[src/rtl/instr_fetch_unit_pkg.sv]
// Shared fetch-stage types: FSM states, PC check result and the
// alignment/bounds helper used when a new fetch PC is chosen.
package cpu_fetch_pkg;

    typedef enum logic [2:0] {
        IDLE,
        FETCH,
        DRAIN,
        VALID,
        HALT,
        ERR
    } state_t;

    typedef enum logic [1:0] {
        CHK_OK,
        CHK_MISALIGN,
        CHK_OOB
    } chk_t;

    localparam int INSTR_BYTES   = 4;
    localparam int INSTR_MAX_DEF = 128;

    // Misalignment takes priority over the end-of-memory check.
    function automatic chk_t fetch_ok(
        input logic [63:0] pc,
        input logic [63:0] imax
    );
        if (pc[1:0] != 2'b00)
            return CHK_MISALIGN;
        if (pc > imax - 64'(INSTR_BYTES))
            return CHK_OOB;
        return CHK_OK;
    endfunction

endpackage

[src/rtl/instr_word_assembler.sv]
// Byte issue counter plus big-endian shift register that builds
// one 32-bit instruction from four byte reads.
module instr_word_assembler
    import cpu_fetch_pkg::*;
(
    input  logic        clk,
    input  logic        rst,
    input  logic        i_clear,
    input  logic        i_issue,
    input  logic        i_shift,
    input  logic [7:0]  i_byte,
    output logic [1:0]  o_cnt,
    output logic        o_done,
    output logic [31:0] o_word
);

    logic [1:0]  r_cnt;
    logic [31:0] r_word;

    always_ff @(posedge clk or posedge rst) begin
        if (rst) begin
            r_cnt  <= 2'd0;
            r_word <= 32'd0;
        end else if (i_clear) begin
            r_cnt  <= 2'd0;
            r_word <= 32'd0;
        end else begin
            if (i_issue)
                r_cnt <= r_cnt + 2'd1;
            if (i_shift)
                r_word <= {r_word[23:0], i_byte};
        end
    end

    assign o_cnt  = r_cnt;
    assign o_done = (r_cnt == 2'(INSTR_BYTES - 1));
    assign o_word = r_word;

endmodule

[src/rtl/instr_fetch_unit.sv]
// Fetch stage: reads four bytes per instruction from byte-wide
// memory and hands big-endian words to decode via valid/ready.
module instr_fetch_unit
    import cpu_fetch_pkg::*;
#(
    parameter int ADDR_W    = 32,
    parameter int INSTR_MAX = INSTR_MAX_DEF,
    parameter int MEM_AW    = 7
) (
    input  logic              clk,
    input  logic              rst,
    input  logic              start,
    input  logic [ADDR_W-1:0] start_pc,
    input  logic              redirect,
    input  logic [ADDR_W-1:0] redirect_pc,
    output logic              mem_re,
    output logic [MEM_AW-1:0] mem_addr,
    input  logic [7:0]        mem_rdata,
    output logic [31:0]       instr,
    output logic [ADDR_W-1:0] instr_pc,
    output logic              instr_valid,
    input  logic              instr_ready,
    output logic              halted,
    output logic              error
);

    state_t            r_state;
    state_t            w_state_nxt;
    logic [ADDR_W-1:0] r_pc;
    logic [ADDR_W-1:0] w_pc_nxt;
    logic [ADDR_W-1:0] w_tgt;
    logic [ADDR_W-1:0] r_instr_pc;
    logic              w_go;
    logic              w_issue;
    logic              w_shift;
    logic              w_active;
    logic              w_done;
    logic [1:0]        w_cnt;
    logic [31:0]       w_word;
    chk_t              w_chk;

    assign w_active = (r_state == FETCH) || (r_state == DRAIN)
                   || (r_state == VALID);

    always_comb begin
        w_state_nxt = r_state;
        w_pc_nxt    = r_pc;
        w_tgt       = r_pc;
        w_go        = 1'b0;
        w_issue     = 1'b0;
        w_shift     = 1'b0;
        w_chk       = CHK_OK;
        if (start) begin
            w_go  = 1'b1;
            w_tgt = start_pc;
        end else if (redirect && w_active) begin
            w_go  = 1'b1;
            w_tgt = redirect_pc;
        end else begin
            unique case (r_state)
                FETCH: begin
                    // Byte k-1 returns while byte k is being issued.
                    w_issue = 1'b1;
                    w_shift = (w_cnt != 2'd0);
                    if (w_done)
                        w_state_nxt = DRAIN;
                end
                DRAIN: begin
                    w_shift     = 1'b1;
                    w_state_nxt = VALID;
                end
                VALID: begin
                    if (instr_ready) begin
                        w_go  = 1'b1;
                        w_tgt = r_pc + ADDR_W'(INSTR_BYTES);
                    end
                end
                default: ;
            endcase
        end
        if (w_go) begin
            w_pc_nxt = w_tgt;
            w_chk    = fetch_ok(64'(w_tgt), 64'(INSTR_MAX));
            unique case (w_chk)
                CHK_MISALIGN: w_state_nxt = ERR;
                CHK_OOB:      w_state_nxt = HALT;
                default:      w_state_nxt = FETCH;
            endcase
        end
    end

    always_ff @(posedge clk or posedge rst) begin
        if (rst) begin
            r_state    <= IDLE;
            r_pc       <= '0;
            r_instr_pc <= '0;
        end else begin
            r_state <= w_state_nxt;
            r_pc    <= w_pc_nxt;
            if (r_state == DRAIN)
                r_instr_pc <= r_pc;
        end
    end

    instr_word_assembler u_asm (
        .clk     (clk),
        .rst     (rst),
        .i_clear (w_go),
        .i_issue (w_issue),
        .i_shift (w_shift),
        .i_byte  (mem_rdata),
        .o_cnt   (w_cnt),
        .o_done  (w_done),
        .o_word  (w_word)
    );

    assign mem_re      = (r_state == FETCH);
    assign mem_addr    = MEM_AW'(r_pc + ADDR_W'(w_cnt));
    assign instr       = w_word;
    assign instr_pc    = r_instr_pc;
    assign instr_valid = (r_state == VALID);
    assign halted      = (r_state == HALT);
    assign error       = (r_state == ERR);

endmodule
[config.mk]
export PLATFORM = sky130hd
export DESIGN_NAME = instr_fetch_unit
export DESIGN_NICKNAME = d
export VERILOG_FILES = /design/src/rtl/instr_fetch_unit_pkg.sv /design/src/rtl/instr_word_assembler.sv /design/src/rtl/instr_fetch_unit.sv
export SDC_FILE = /design/constraint.sdc
export NUM_CORES = 1
export LEC_CHECK = 0
export CAP_MARGIN = 20
export CORE_MARGIN = 2
export CORE_UTILIZATION = 52
export CTS_CLUSTER_SIZE = 10
export DETAILED_ROUTE_END_ITERATION = 7
export GPL_ROUTABILITY_DRIVEN = 1
export PLACE_DENSITY = 0.95
export SLEW_MARGIN = 10
export SYNTH_ARGS = -nofsm -noshare
export SYNTH_HDL_FRONTEND = slang
export SYNTH_SLANG_ARGS = --single-unit
[constraint.sdc]
create_clock -name clk -period 9.1 [get_ports clk]
set_clock_uncertainty 0.15 [all_clocks]
set_input_delay 2.275 -clock clk [delete_from_list [all_inputs] [get_ports clk]]
set_output_delay 2.275 -clock clk [all_outputs]
set_load 0.01 [all_outputs]
==> qor.json, run 1 <==
{
  "status": "finished clean",
  "cts-hold-fix-buffers": 0,
  "reg2regPathDepth": 8,
  "met3WireLength_um": 1490,
  "clk_latency_ns": 0.37,
  "powerDensity_nw_per_um2": 136,
  "share_of_layout_cells_above_drive_strength_1": 0.100,
  "die_h_um": 106,
  "grt_pass1_wl_um": 25700,
  "setup-tns-final_ns": 0,
  "path_clk_slew_ns": 0.11,
  "async_reset_ff_frac": 1.00,
  "synth_cell_types": 61,
  "cts.htree.levels": 3,
  "end_kind": "flop",
  "synth_nets": 658,
  "start_util": 0.532,
  "synth_area_per_cell_um2": 9.47,
  "ir_drop_mv": 0.0907,
  "max_cap_violations": 0,
  "slowest_cell_on_the_critical_path": "sky130_fd_sc_hd__nor4_1",
  "design.final.nets": 788,
  "dp_hpwl_um": 11800,
  "synth_seq_area_share": 0.464,
  "timing.final.hold_violations": 0,
  "drt_drc_violations_left": 0,
  "maxClockFrequency_mhz": 174,
  "gr-total-overflow": 0,
  "drtPass1Iterations": 5,
  "initialDrtViolationCount": 395,
  "numCtsBuffers": 9,
  "total_power_w": 0.000976,
  "critical-path-top-cell-by-count": "sky130_fd_sc_hd__or4_1",
  "gp_congestion": 0.909,
  "wl_um": 16100,
  "pin_count_of_the_biggest_net_entering_global_routing": 70,
  "worst_hold_slack_ns": 0.342,
  "min_delay_path_depth": 2,
  "cts-root-to-sink-buffers": 2,
  "route.detailed.vias_per_inst": 6.10,
  "hold_class": "reg2reg",
  "routed.top_layer": "met4",
  "p_leak_nw": 2.98,
  "rsz0062_at_grt": "no",
  "synth-edff-count": 0,
  "ios": 152,
  "cts.root.buffer_cell": "sky130_fd_sc_hd__clkbuf_8",
  "clkSinkCount": 101,
  "crit_path_max_cell_delay_ns": 0.91,
  "floorplan.die.width_um": 106,
  "numPlacedInstances": 829,
  "ys_warn_count": 0,
  "path_cells": "clkdlybuf4s50_1, nand4b_4, nor4_1, xnor2_1, a211oi_1, or4_1, or4_1, nor4_2, a21oi_1",
  "mostFrequentLayoutCells": "sky130_fd_sc_hd__clkdlybuf4s50_1 (150), sky130_fd_sc_hd__nand2_1 (107), sky130_fd_sc_hd__dfrtp_1 (101), sky130_fd_sc_hd__o21ai_0 (48), sky130_fd_sc_hd__mux2_2 (32)",
  "route.vias.total": 5161,
  "route.layer.met1.wl_um": 6270,
  "setup.worst_path.start_class": "primary input",
  "global_routing_usage_summed_across_all_routing_layers": 0.284,
  "worst_slew_pin_slew_ns": 0.987,
  "antenna-diode-count": 0,
  "die_footprint_um2": 11300,
  "crit_type": "in2reg",
  "route.met2.wl_um": 7970,
  "ant_nets": 0,
  "core_region_area_um2": 10200,
  "place.port_buffers": 151,
  "yosys_register_bits": 101,
  "most_common_library_cell_in_the_layout_ignoring_fill_and_taps": "sky130_fd_sc_hd__clkdlybuf4s50_1",
  "yosys_most_used_dff": "sky130_fd_sc_hd__dfrtp_1",
  "number_of_antenna_violations_at_the_first_check_in_global_routing": 0,
  "syn-instance-count": 575,
  "post_cts_resize_count": 0,
  "filler_cell_count": 778,
  "critical_path.max_fanout": 17,
  "drt-wirelength-per-cell_um": 19.0,
  "post_layout_nonfiller_instances": 846,
  "final_min_period_over_clock_period": 0.630,
  "vias_in_the_first_global_route": 5188,
  "worstPathArrival_ns": 5.83,
  "required_ns": 9.20,
  "timing.final.max_slew_violations": 0,
  "area_growth_syn_to_layout_pct": 31.8,
  "mappedNetlistArea_um2": 5450,
  "postCtsSetupBuffers": 0,
  "layout_min_cycle_time_ns": 5.74,
  "setup_violations": 0,
  "cts_tree": "yes",
  "row_count": 37,
  "slew_headroom": 0.336
}
[final cells by class]
| cell class | instances | area (um^2) | share of cell area |
|---|---|---|---|
| clock buffers | 10 | 138 | 0.0192 |
| well taps | 136 | 170 | 0.0237 |
| repair buffers | 158 | 1570 | 0.218 |
| inverters | 17 | 66.3 | 0.00924 |
| multi-input cells | 418 | 2660 | 0.370 |
| flip-flops and latches | 101 | 2530 | 0.352 |
| clock inverters | 6 | 53.8 | 0.00750 |
[stage by stage]
stage | area (um^2) | util | setup slack, ns
after detailed placement | 6970 | 0.681 | 2.96
after floorplan | 5450 | - | 4.03
after CTS | 7160 | 0.700 | 3.32
after global routing | 7180 | 0.701 | 3.17
final | 7180 | 0.701 | 3.36
after global placement | 6970 | 0.681 | 3.13
[sequential cells by signal, summed over array words and instances (netlist names)]
name and count:
instr_pc 32, r_pc 32, u_asm.o_word 32, r_state 3, u_asm.o_cnt 2
[final timing paths]
path,startpoint,to,slack [ns]
min,u_asm.o_word[25],u_asm.o_word[25],0.34
min in group asynchronous,rst,u_asm.o_word[4],2.11
max,instr_ready,r_state[2],3.36
max reg2reg,r_state[0],r_state[2],5.18
min reg2reg,u_asm.o_word[25],u_asm.o_word[25],0.34
max in group asynchronous,rst,r_pc[11],5.46
[metal layers]
layer,track usage,vias to the layer above
met5,0,-
met3,0.0638,30
li1,-,2329
met2,0.483,302
met4,0.0865,0
met1,0.364,2500
[power by group]
group	internal [W]	total (W)	switching (W)
registers	0.000476	0.000514	0.0000378
clock network	0.000113	0.000284	0.000172
logic	0.0000949	0.000178	0.0000830
total	0.000684	0.000976	0.000292
[synth_stat cells, types with 6 or more instances]
cell type | number | share of area
sky130_fd_sc_hd__or4_1 | 10 | 0.014
sky130_fd_sc_hd__a21o_1 | 8 | 0.011
sky130_fd_sc_hd__nor3_1 | 8 | 0.0074
sky130_fd_sc_hd__mux2_2 | 32 | 0.066
sky130_fd_sc_hd__o21ai_0 | 48 | 0.044
sky130_fd_sc_hd__inv_1 | 17 | 0.012
sky130_fd_sc_hd__buf_2 | 7 | 0.0064
sky130_fd_sc_hd__buf_6 | 6 | 0.012
sky130_fd_sc_hd__dfrtp_1 | 101 | 0.46
sky130_fd_sc_hd__xor2_1 | 6 | 0.0097
sky130_fd_sc_hd__and3_1 | 9 | 0.010
sky130_fd_sc_hd__nor4_1 | 19 | 0.022
sky130_fd_sc_hd__nand2_1 | 107 | 0.074
sky130_fd_sc_hd__a211oi_1 | 9 | 0.012
sky130_fd_sc_hd__nand3_1 | 9 | 0.0083
sky130_fd_sc_hd__nand4_1 | 15 | 0.017
sky130_fd_sc_hd__xnor2_1 | 13 | 0.021
sky130_fd_sc_hd__nor2_1 | 31 | 0.021
sky130_fd_sc_hd__clkbuf_1 | 22 | 0.015
sky130_fd_sc_hd__o31ai_1 | 10 | 0.014
sky130_fd_sc_hd__a21oi_1 | 10 | 0.0092
[logic make-up after synthesis]
logic type,Yosys count,share of synthesized area
compound gates,121,0.147
xor+xnor,19,0.0306
fa+ha+maj,6,0.0152
buf+inv,56,0.0519
flops,101,0.464
mux,34,0.0699
simple gates,238,0.222
[worst max-delay path: cells and delay by family]
family | cells | cell delay [ns]
AND/OR/NAND/NOR | 5 | 2.59
buffers and inverters | 1 | 0.53
AO/OA/AOI/OAI | 2 | 0.23
XOR/XNOR | 1 | 0.20
(Power assumes the default switching activity.)
==> run 2, diff against run 1 <==
CORE_UTILIZATION = 44   (was 52)
PLACE_DENSITY = 0.88   (was 0.95)
clock period = 5.2 ns   (was 9.1 ns; I/O delays follow)
==> qor.json, run 2 (same netlist as run 1, synthesis figures left out) <==
{
  "grt_pass1_wl": {"value": 26300, "unit": "um", "change": "+2.6%"},
  "numPlacedInstances": {"value": 866, "change": "+4.5%"},
  "timing.hold.worst_endpoint": "u_asm.o_word[27]",
  "most_common_library_cell_in_the_layout_ignoring_fill_and_taps": "sky130_fd_sc_hd__clkdlybuf4s50_1",
  "route.layer.met1.wl": {"value": 7130, "unit": "um", "change": "+14%"},
  "cts.htree.levels": {"value": 3, "change": "unchanged"},
  "layout_min_cycle_time_ns": 4.63,
  "post_layout_nonfiller_instances": {"value": 883, "change": "+4.4%"},
  "drt-wirelength-per-cell": {"value": 18.9, "unit": "um", "change": "-0.28%"},
  "end_kind": "flop",
  "powerDensity": {"value": 266, "unit": "nW/um^2", "change": "+95%"},
  "place.port_buffers": {"value": 151, "change": "unchanged"},
  "share_of_layout_cells_above_drive_strength_1": {"value": 0.105, "change": "+0.00490"},
  "route.met2.wl": {"value": 7860, "unit": "um", "change": "-1.3%"},
  "startpoint": "instr_ready",
  "share_clk_of_total_power": {"value": 0.379, "change": "+0.088"},
  "holdCritStartpoint": "u_asm.o_word[27]",
  "route.detailed.vias_per_inst": {"value": 5.82, "change": "-4.7%"},
  "global_routing_usage_summed_across_all_routing_layers": {"value": 0.257, "change": "-0.0275"},
  "slew_headroom": {"value": 0.349, "change": "+0.0130"},
  "worstPathArrival": {"value": 4.72, "unit": "ns", "change": "-1.11 ns"},
  "critical_path.max_fanout": {"value": 7, "change": "-10"},
  "die_footprint": {"value": 13300, "unit": "um^2", "change": "+17%"},
  "dp_hpwl": {"value": 12400, "unit": "um", "change": "+4.4%"},
  "r2r_start": "r_pc[5]",
  "slowest_cell_on_the_critical_path": "sky130_fd_sc_hd__a2111oi_0",
  "status": "finished clean",
  "crit_path_max_cell_delay": {"value": 0.66, "unit": "ns", "change": "-0.25 ns"},
  "path_cells": "clkdlybuf4s50_1, nand4b_4, o31a_1, a2111oi_0, o22ai_1, or4_1, or4_1, nor4_2, a21oi_1",
  "initialDrtViolationCount": {"value": 503, "change": "+27%"},
  "power.net_switching": {"value": 0.000522, "unit": "W", "change": "+79%"},
  "ant_nets": {"value": 0, "change": "unchanged"},
  "ir_drop": {"value": 0.170, "unit": "mV", "change": "+87%"},
  "area_growth_syn_to_layout_pct": 35.5,
  "maxClockFrequency_mhz": 216,
  "rsz0062_at_grt": "no",
  "drtPass1Iterations": {"value": 5, "change": "unchanged"},
  "required": {"value": 5.29, "unit": "ns", "change": "-3.91 ns"},
  "final_min_period_over_clock_period": 0.890,
  "drt_drc_violations_left": {"value": 0, "change": "unchanged"},
  "gr-total-overflow": {"value": 0, "change": "unchanged"},
  "pin_count_of_the_biggest_net_entering_global_routing": {"value": 92, "change": "+31%"},
  "power_switching_share": {"value": 0.267, "change": "-0.0331"},
  "timing.final.hold_violations": {"value": 0, "change": "unchanged"},
  "power_frac_comb": {"value": 0.161, "change": "-0.021"},
  "max_cap_violations": {"value": 0, "change": "unchanged"},
  "min_delay_path_depth": {"value": 2, "change": "unchanged"},
  "internal-power": {"value": 0.00144, "unit": "W", "change": "+110%"},
  "rr_endpoint": "r_state[2]",
  "gp_congestion": {"value": 0.965, "change": "+6.2%"},
  "antenna-diode-count": {"value": 0, "change": "unchanged"},
  "hold_class": "reg2reg",
  "row_count": {"value": 40, "change": "+8.1%"},
  "setup-tns-final": {"value": 0, "unit": "ns", "change": "unchanged"},
  "mostFrequentLayoutCells": "sky130_fd_sc_hd__clkdlybuf4s50_1 (150), sky130_fd_sc_hd__nand2_1 (107), sky130_fd_sc_hd__dfrtp_1 (101), sky130_fd_sc_hd__o21ai_0 (48), sky130_fd_sc_hd__mux2_2 (32)",
  "clkSinkCount": {"value": 101, "change": "unchanged"},
  "reg2regPathDepth": {"value": 8, "change": "unchanged"},
  "ios": {"value": 152, "change": "unchanged"},
  "post_cts_resize_count": {"value": 0, "change": "unchanged"},
  "die_h": {"value": 115, "unit": "um", "change": "+8.4%"},
  "crit_type": "in2reg",
  "timing.reg2reg.setup_slack": {"value": 1.40, "unit": "ns", "change": "-3.78 ns"},
  "clk_latency": {"value": 0.36, "unit": "ns", "change": "about the same"},
  "numCtsBuffers": {"value": 9, "change": "unchanged"},
  "critical-path-top-cell-by-count": "sky130_fd_sc_hd__or4_1",
  "route.vias.total": {"value": 5136, "change": "-0.48%"},
  "postCtsSetupBuffers": {"value": 0, "change": "unchanged"},
  "setup.worst_path.start_class": "primary input",
  "wl": {"value": 16700, "unit": "um", "change": "+4.1%"},
  "worst_slew_pin_slew": {"value": 0.973, "unit": "ns", "change": "-0.0148 ns"},
  "filler_cell_count": {"value": 1018, "change": "+31%"},
  "vias_in_the_first_global_route": {"value": 5107, "change": "-1.6%"},
  "setup_violations": {"value": 0, "change": "unchanged"},
  "number_of_antenna_violations_at_the_first_check_in_global_routing": {"value": 0, "change": "unchanged"},
  "timing.final.max_slew_violations": {"value": 0, "change": "unchanged"},
  "path_clk_slew": {"value": 0.07, "unit": "ns", "change": "-0.04 ns"},
  "floorplan.die.width": {"value": 115, "unit": "um", "change": "+8.4%"},
  "p_leak": {"value": 3.06, "unit": "nW", "change": "+2.5%"},
  "cts-root-to-sink-buffers": {"value": 2, "change": "unchanged"},
  "design.final.nets": {"value": 793, "change": "+0.63%"},
  "core_region_area": {"value": 12100, "unit": "um^2", "change": "+18%"},
  "start_util": {"value": 0.451, "change": "-0.0808"},
  "cts_tree": "yes",
  "cts-hold-fix-buffers": {"value": 0, "change": "unchanged"},
  "routed.top_layer": "met4",
  "met3WireLength": {"value": 1280, "unit": "um", "change": "-14%"},
  "register_share_of_total_power": {"value": 0.460, "change": "-0.066"},
  "cts.root.buffer_cell": "sky130_fd_sc_hd__clkbuf_16"
}
[run 2: area by class of cell]
cell class | count | area (um^2) | share of cell area
multi-input cells | 418 | 2660 | 0.360
flip-flops and latches | 101 | 2530 | 0.342
repair buffers | 163 | 1590 | 0.216
clock buffers | 11 | 243 | 0.0329
well taps | 168 | 210 | 0.0285
clock inverters | 5 | 81.3 | 0.0110
inverters | 17 | 68.8 | 0.00933
[run 2: stage by stage]
stage               hold WS [ns]  power (W)  setup WS, ns  utilization  area, um^2
floorplan                  0.350    0.00105          1.10            -        5450
global placement           0.314    0.00122         0.337        0.584        7050
detailed placement         0.337    0.00123         0.227        0.584        7050
CTS                        0.353    0.00197         0.595        0.611        7370
global route               0.384    0.00203         0.412        0.612        7380
finish                     0.348    0.00196         0.572        0.612        7380
[run 2: how the worst max path moves through the flow]
stage / end / slack (ns) / depth (start not counted)
floorplan: instr_pc[0] / 1.10 / 1
global placement: r_state[2] / 0.34 / 9
detailed placement: r_state[2] / 0.23 / 9
CTS: r_state[2] / 0.60 / 9
global route: r_state[2] / 0.41 / 9
finish: r_state[2] / 0.57 / 9
[run 2: metal layers]
| metal | GRT usage | up-vias |
|---|---|---|
| met2 | 0.422 | 254 |
| met4 | 0.0996 | 0 |
| li1 | - | 2342 |
| met5 | 0 | - |
| met1 | 0.336 | 2493 |
| met3 | 0.0511 | 47 |
[run 2: worst max-delay path, delay by kind of cell]
kind	cells	cell delay (ns)
buffers and inverters	1	0.53
AO/OA/AOI/OAI	4	1.28
AND/OR/NAND/NOR	4	1.61
[run 2: power by group through the flow]
| stage | Sequential (W) | Clock (W) | Combinational [W] |
|---|---|---|---|
| final | 0.000901 | 0.000743 | 0.000315 |
| after floorplan | 0.000897 | 0 | 0.000150 |
| after global placement | 0.000911 | 0 | 0.000306 |
| after global routing | 0.000908 | 0.000784 | 0.000341 |
| after detailed placement | 0.000913 | 0 | 0.000312 |
| after CTS | 0.000899 | 0.000753 | 0.000315 |
==> run 3, diff against run 2 <==
CTS_CLUSTER_SIZE = not set   (was 10)
REMOVE_ABC_BUFFERS = 1   (was not set)
==> qor.json, run 3 (same netlist as run 1, synthesis figures left out) <==
{
  "placement.setup.worst_slack": {"value": 0.191, "unit": "ns", "change": "-0.0363 ns"},
  "route.vias.total": {"value": 4990, "change": "-2.8%"},
  "ant_nets": {"value": 0, "change": "unchanged"},
  "postCtsSetupBuffers": {"value": 0, "change": "unchanged"},
  "pin_count_of_the_biggest_net_entering_global_routing": {"value": 81, "change": "-12%"},
  "post_layout_nonfiller_instances": {"value": 883, "change": "unchanged"},
  "layout_min_cycle_time": {"value": 4.67, "unit": "ns", "change": "+0.0467 ns"},
  "timing.final.max_slew_violations": {"value": 0, "change": "unchanged"},
  "gp_congestion": {"value": 0.921, "change": "-4.6%"},
  "design.final.nets": {"value": 794, "change": "+0.13%"},
  "cts.root.buffer_cell": "sky130_fd_sc_hd__clkbuf_16",
  "setup_slack_of_the_critical_path_after_layout": {"value": 0.525, "unit": "ns", "change": "-0.0467 ns"},
  "maxClockFrequency": {"value": 214, "unit": "MHz", "change": "-1.0%"},
  "die_h": {"value": 115, "unit": "um", "change": "unchanged"},
  "setup.worst_path.start_class": "primary input",
  "setup-tns-final": {"value": 0, "unit": "ns", "change": "unchanged"},
  "ios": {"value": 152, "change": "unchanged"},
  "status": "finished clean",
  "route.detailed.vias_per_inst": {"value": 5.65, "change": "-2.8%"},
  "timing.final.hold_violations": {"value": 0, "change": "unchanged"},
  "ir_drop": {"value": 0.176, "unit": "mV", "change": "+4.0%"},
  "cts_tree": "yes",
  "power_switching_share": {"value": 0.262, "change": "-0.00410"},
  "power_frac_comb": {"value": 0.166, "change": "+0.005"},
  "start_util": {"value": 0.451, "change": "unchanged"},
  "mostFrequentLayoutCells": "sky130_fd_sc_hd__clkdlybuf4s50_1 (150), sky130_fd_sc_hd__nand2_1 (107), sky130_fd_sc_hd__dfrtp_1 (101), sky130_fd_sc_hd__o21ai_0 (48), sky130_fd_sc_hd__mux2_2 (32)",
  "floorplan.die.width": {"value": 115, "unit": "um", "change": "unchanged"},
  "drtPass1Iterations": {"value": 6, "change": "+1"},
  "grt_pass1_wl": {"value": 25900, "unit": "um", "change": "-1.6%"},
  "required": {"value": 5.27, "unit": "ns", "change": "-0.02 ns"},
  "cts-hold-fix-buffers": {"value": 0, "change": "unchanged"},
  "path_clk_slew": {"value": 0.07, "unit": "ns", "change": "about the same"},
  "register_share_of_total_power": {"value": 0.475, "change": "+0.015"},
  "internal-power": {"value": 0.00140, "unit": "W", "change": "-2.7%"},
  "place.port_buffers": {"value": 151, "change": "unchanged"},
  "die_footprint": {"value": 13300, "unit": "um^2", "change": "unchanged"},
  "max_cap_violations": {"value": 0, "change": "unchanged"},
  "worstPathArrival": {"value": 4.75, "unit": "ns", "change": "+0.03 ns"},
  "hold_class": "reg2reg",
  "crit_type": "in2reg",
  "rsz0062_at_grt": "no",
  "antenna-diode-count": {"value": 0, "change": "unchanged"},
  "dp_hpwl": {"value": 12200, "unit": "um", "change": "-1.5%"},
  "core_region_area": {"value": 12100, "unit": "um^2", "change": "unchanged"},
  "global_routing_usage_summed_across_all_routing_layers": {"value": 0.252, "change": "-0.00448"},
  "cts.htree.levels": {"value": 3, "change": "unchanged"},
  "drt-wirelength-per-cell": {"value": 18.5, "unit": "um", "change": "-2.3%"},
  "clkSinkCount": {"value": 101, "change": "unchanged"},
  "gr-total-overflow": {"value": 0, "change": "unchanged"},
  "share_clk_of_total_power": {"value": 0.360, "change": "-0.019"},
  "most_common_library_cell_in_the_layout_ignoring_fill_and_taps": "sky130_fd_sc_hd__clkdlybuf4s50_1",
  "share_of_layout_cells_above_drive_strength_1": {"value": 0.106, "change": "+0.00140"},
  "drt_drc_violations_left": {"value": 0, "change": "unchanged"},
  "wl": {"value": 16300, "unit": "um", "change": "-2.3%"},
  "vias_in_the_first_global_route": {"value": 4964, "change": "-2.8%"},
  "number_of_antenna_violations_at_the_first_check_in_global_routing": {"value": 0, "change": "unchanged"},
  "critical_path.max_fanout": {"value": 6, "change": "-1"},
  "worst_slew_pin_slew": {"value": 1.08, "unit": "ns", "change": "+0.110 ns"},
  "end_kind": "flop",
  "slew_headroom": {"value": 0.272, "change": "-0.0771"},
  "area_growth_syn_to_layout": {"value": 35.6, "unit": "%", "change": "about the same"},
  "post_cts_resize_count": {"value": 0, "change": "unchanged"},
  "setup_violations": {"value": 0, "change": "unchanged"},
  "row_count": {"value": 40, "change": "unchanged"},
  "numPlacedInstances": {"value": 867, "change": "+0.12%"},
  "power.net_switching": {"value": 0.000497, "unit": "W", "change": "-4.8%"},
  "final_min_period_over_clock_period": {"value": 0.899, "change": "+0.00898"},
  "clk_latency": {"value": 0.35, "unit": "ns", "change": "about the same"},
  "cts-root-to-sink-buffers": {"value": 2, "change": "unchanged"},
  "numCtsBuffers": {"value": 9, "change": "unchanged"},
  "p_leak": {"value": 3.06, "unit": "nW", "change": "+0.11%"},
  "powerDensity": {"value": 257, "unit": "nW/um^2", "change": "-3.3%"},
  "initialDrtViolationCount": {"value": 523, "change": "+4.0%"}
}
-- run 3: changes by cell type in the layout (fill, tap and decap cells not counted), sizes merged --
cell,change
buf,+2
bufinv,-1
clkbuf,-1
clkinv,+1
inv,-1
-- run 3: through the flow --
step / util / hold WS (ns) / power, W / area [um^2]
after detailed placement: 0.585 / 0.324 / 0.00122 / 7060
after global routing: 0.612 / 0.366 / 0.00197 / 7380
after CTS: 0.610 / 0.338 / 0.00191 / 7360
after floorplan: - / 0.350 / 0.00103 / 5230
final: 0.612 / 0.332 / 0.00190 / 7380
after global placement: 0.585 / 0.315 / 0.00121 / 7060
-- run 3: metal layers --
layer  part of all wire  global-route usage
met4              0.014              0.0771
met1               0.42               0.324
met5                  0                   0
met3               0.11              0.0854
met2               0.46               0.406
-- run 3: power groups by stage --
stage	clock network, W	logic (W)	registers [W]
after floorplan	0	0.000127	0.000904
final	0.000682	0.000314	0.000899
after global routing	0.000725	0.000343	0.000906
after CTS	0.000699	0.000313	0.000897
after global placement	0	0.000306	0.000908
after detailed placement	0	0.000311	0.000911
-- run 3: final timing paths --
path                                   from          endpoint  slack [ns]  cells past startpoint
max                             instr_ready        r_state[2]        0.53                      9
min                        u_asm.o_word[29]  u_asm.o_word[29]        0.33                      2
max reg2reg                         r_pc[2]        r_state[2]        1.25                      9
min reg2reg                u_asm.o_word[29]  u_asm.o_word[29]        0.33                      2
max in group asynchronous               rst       instr_pc[8]        3.24                      3
min in group asynchronous               rst  u_asm.o_word[17]        1.09                      2
-- run 3: worst max-delay path, stage by stage --
cell	delay, ns
sky130_fd_sc_hd__clkdlybuf4s50_1	0.54
sky130_fd_sc_hd__nand4b_4	0.15
sky130_fd_sc_hd__nor4_1	0.95
sky130_fd_sc_hd__xnor2_1	0.20
sky130_fd_sc_hd__a211oi_1	0.10
sky130_fd_sc_hd__or4_1	0.41
sky130_fd_sc_hd__or4_1	0.57
sky130_fd_sc_hd__nor4_2	0.40
sky130_fd_sc_hd__a21oi_1	0.12
-- run 3: cell type report --
| cell class | count | area [um^2] |
|---|---|---|
| multi-input combinational | 418 | 2660 |
| fill | 1011 | 4680 |
| tap | 168 | 210 |
| timing repair buffer | 164 | 1620 |
| sequential | 101 | 2530 |
| clock buffer | 11 | 253 |
| inverter | 17 | 66.3 |
| clock inverter | 4 | 47.5 |
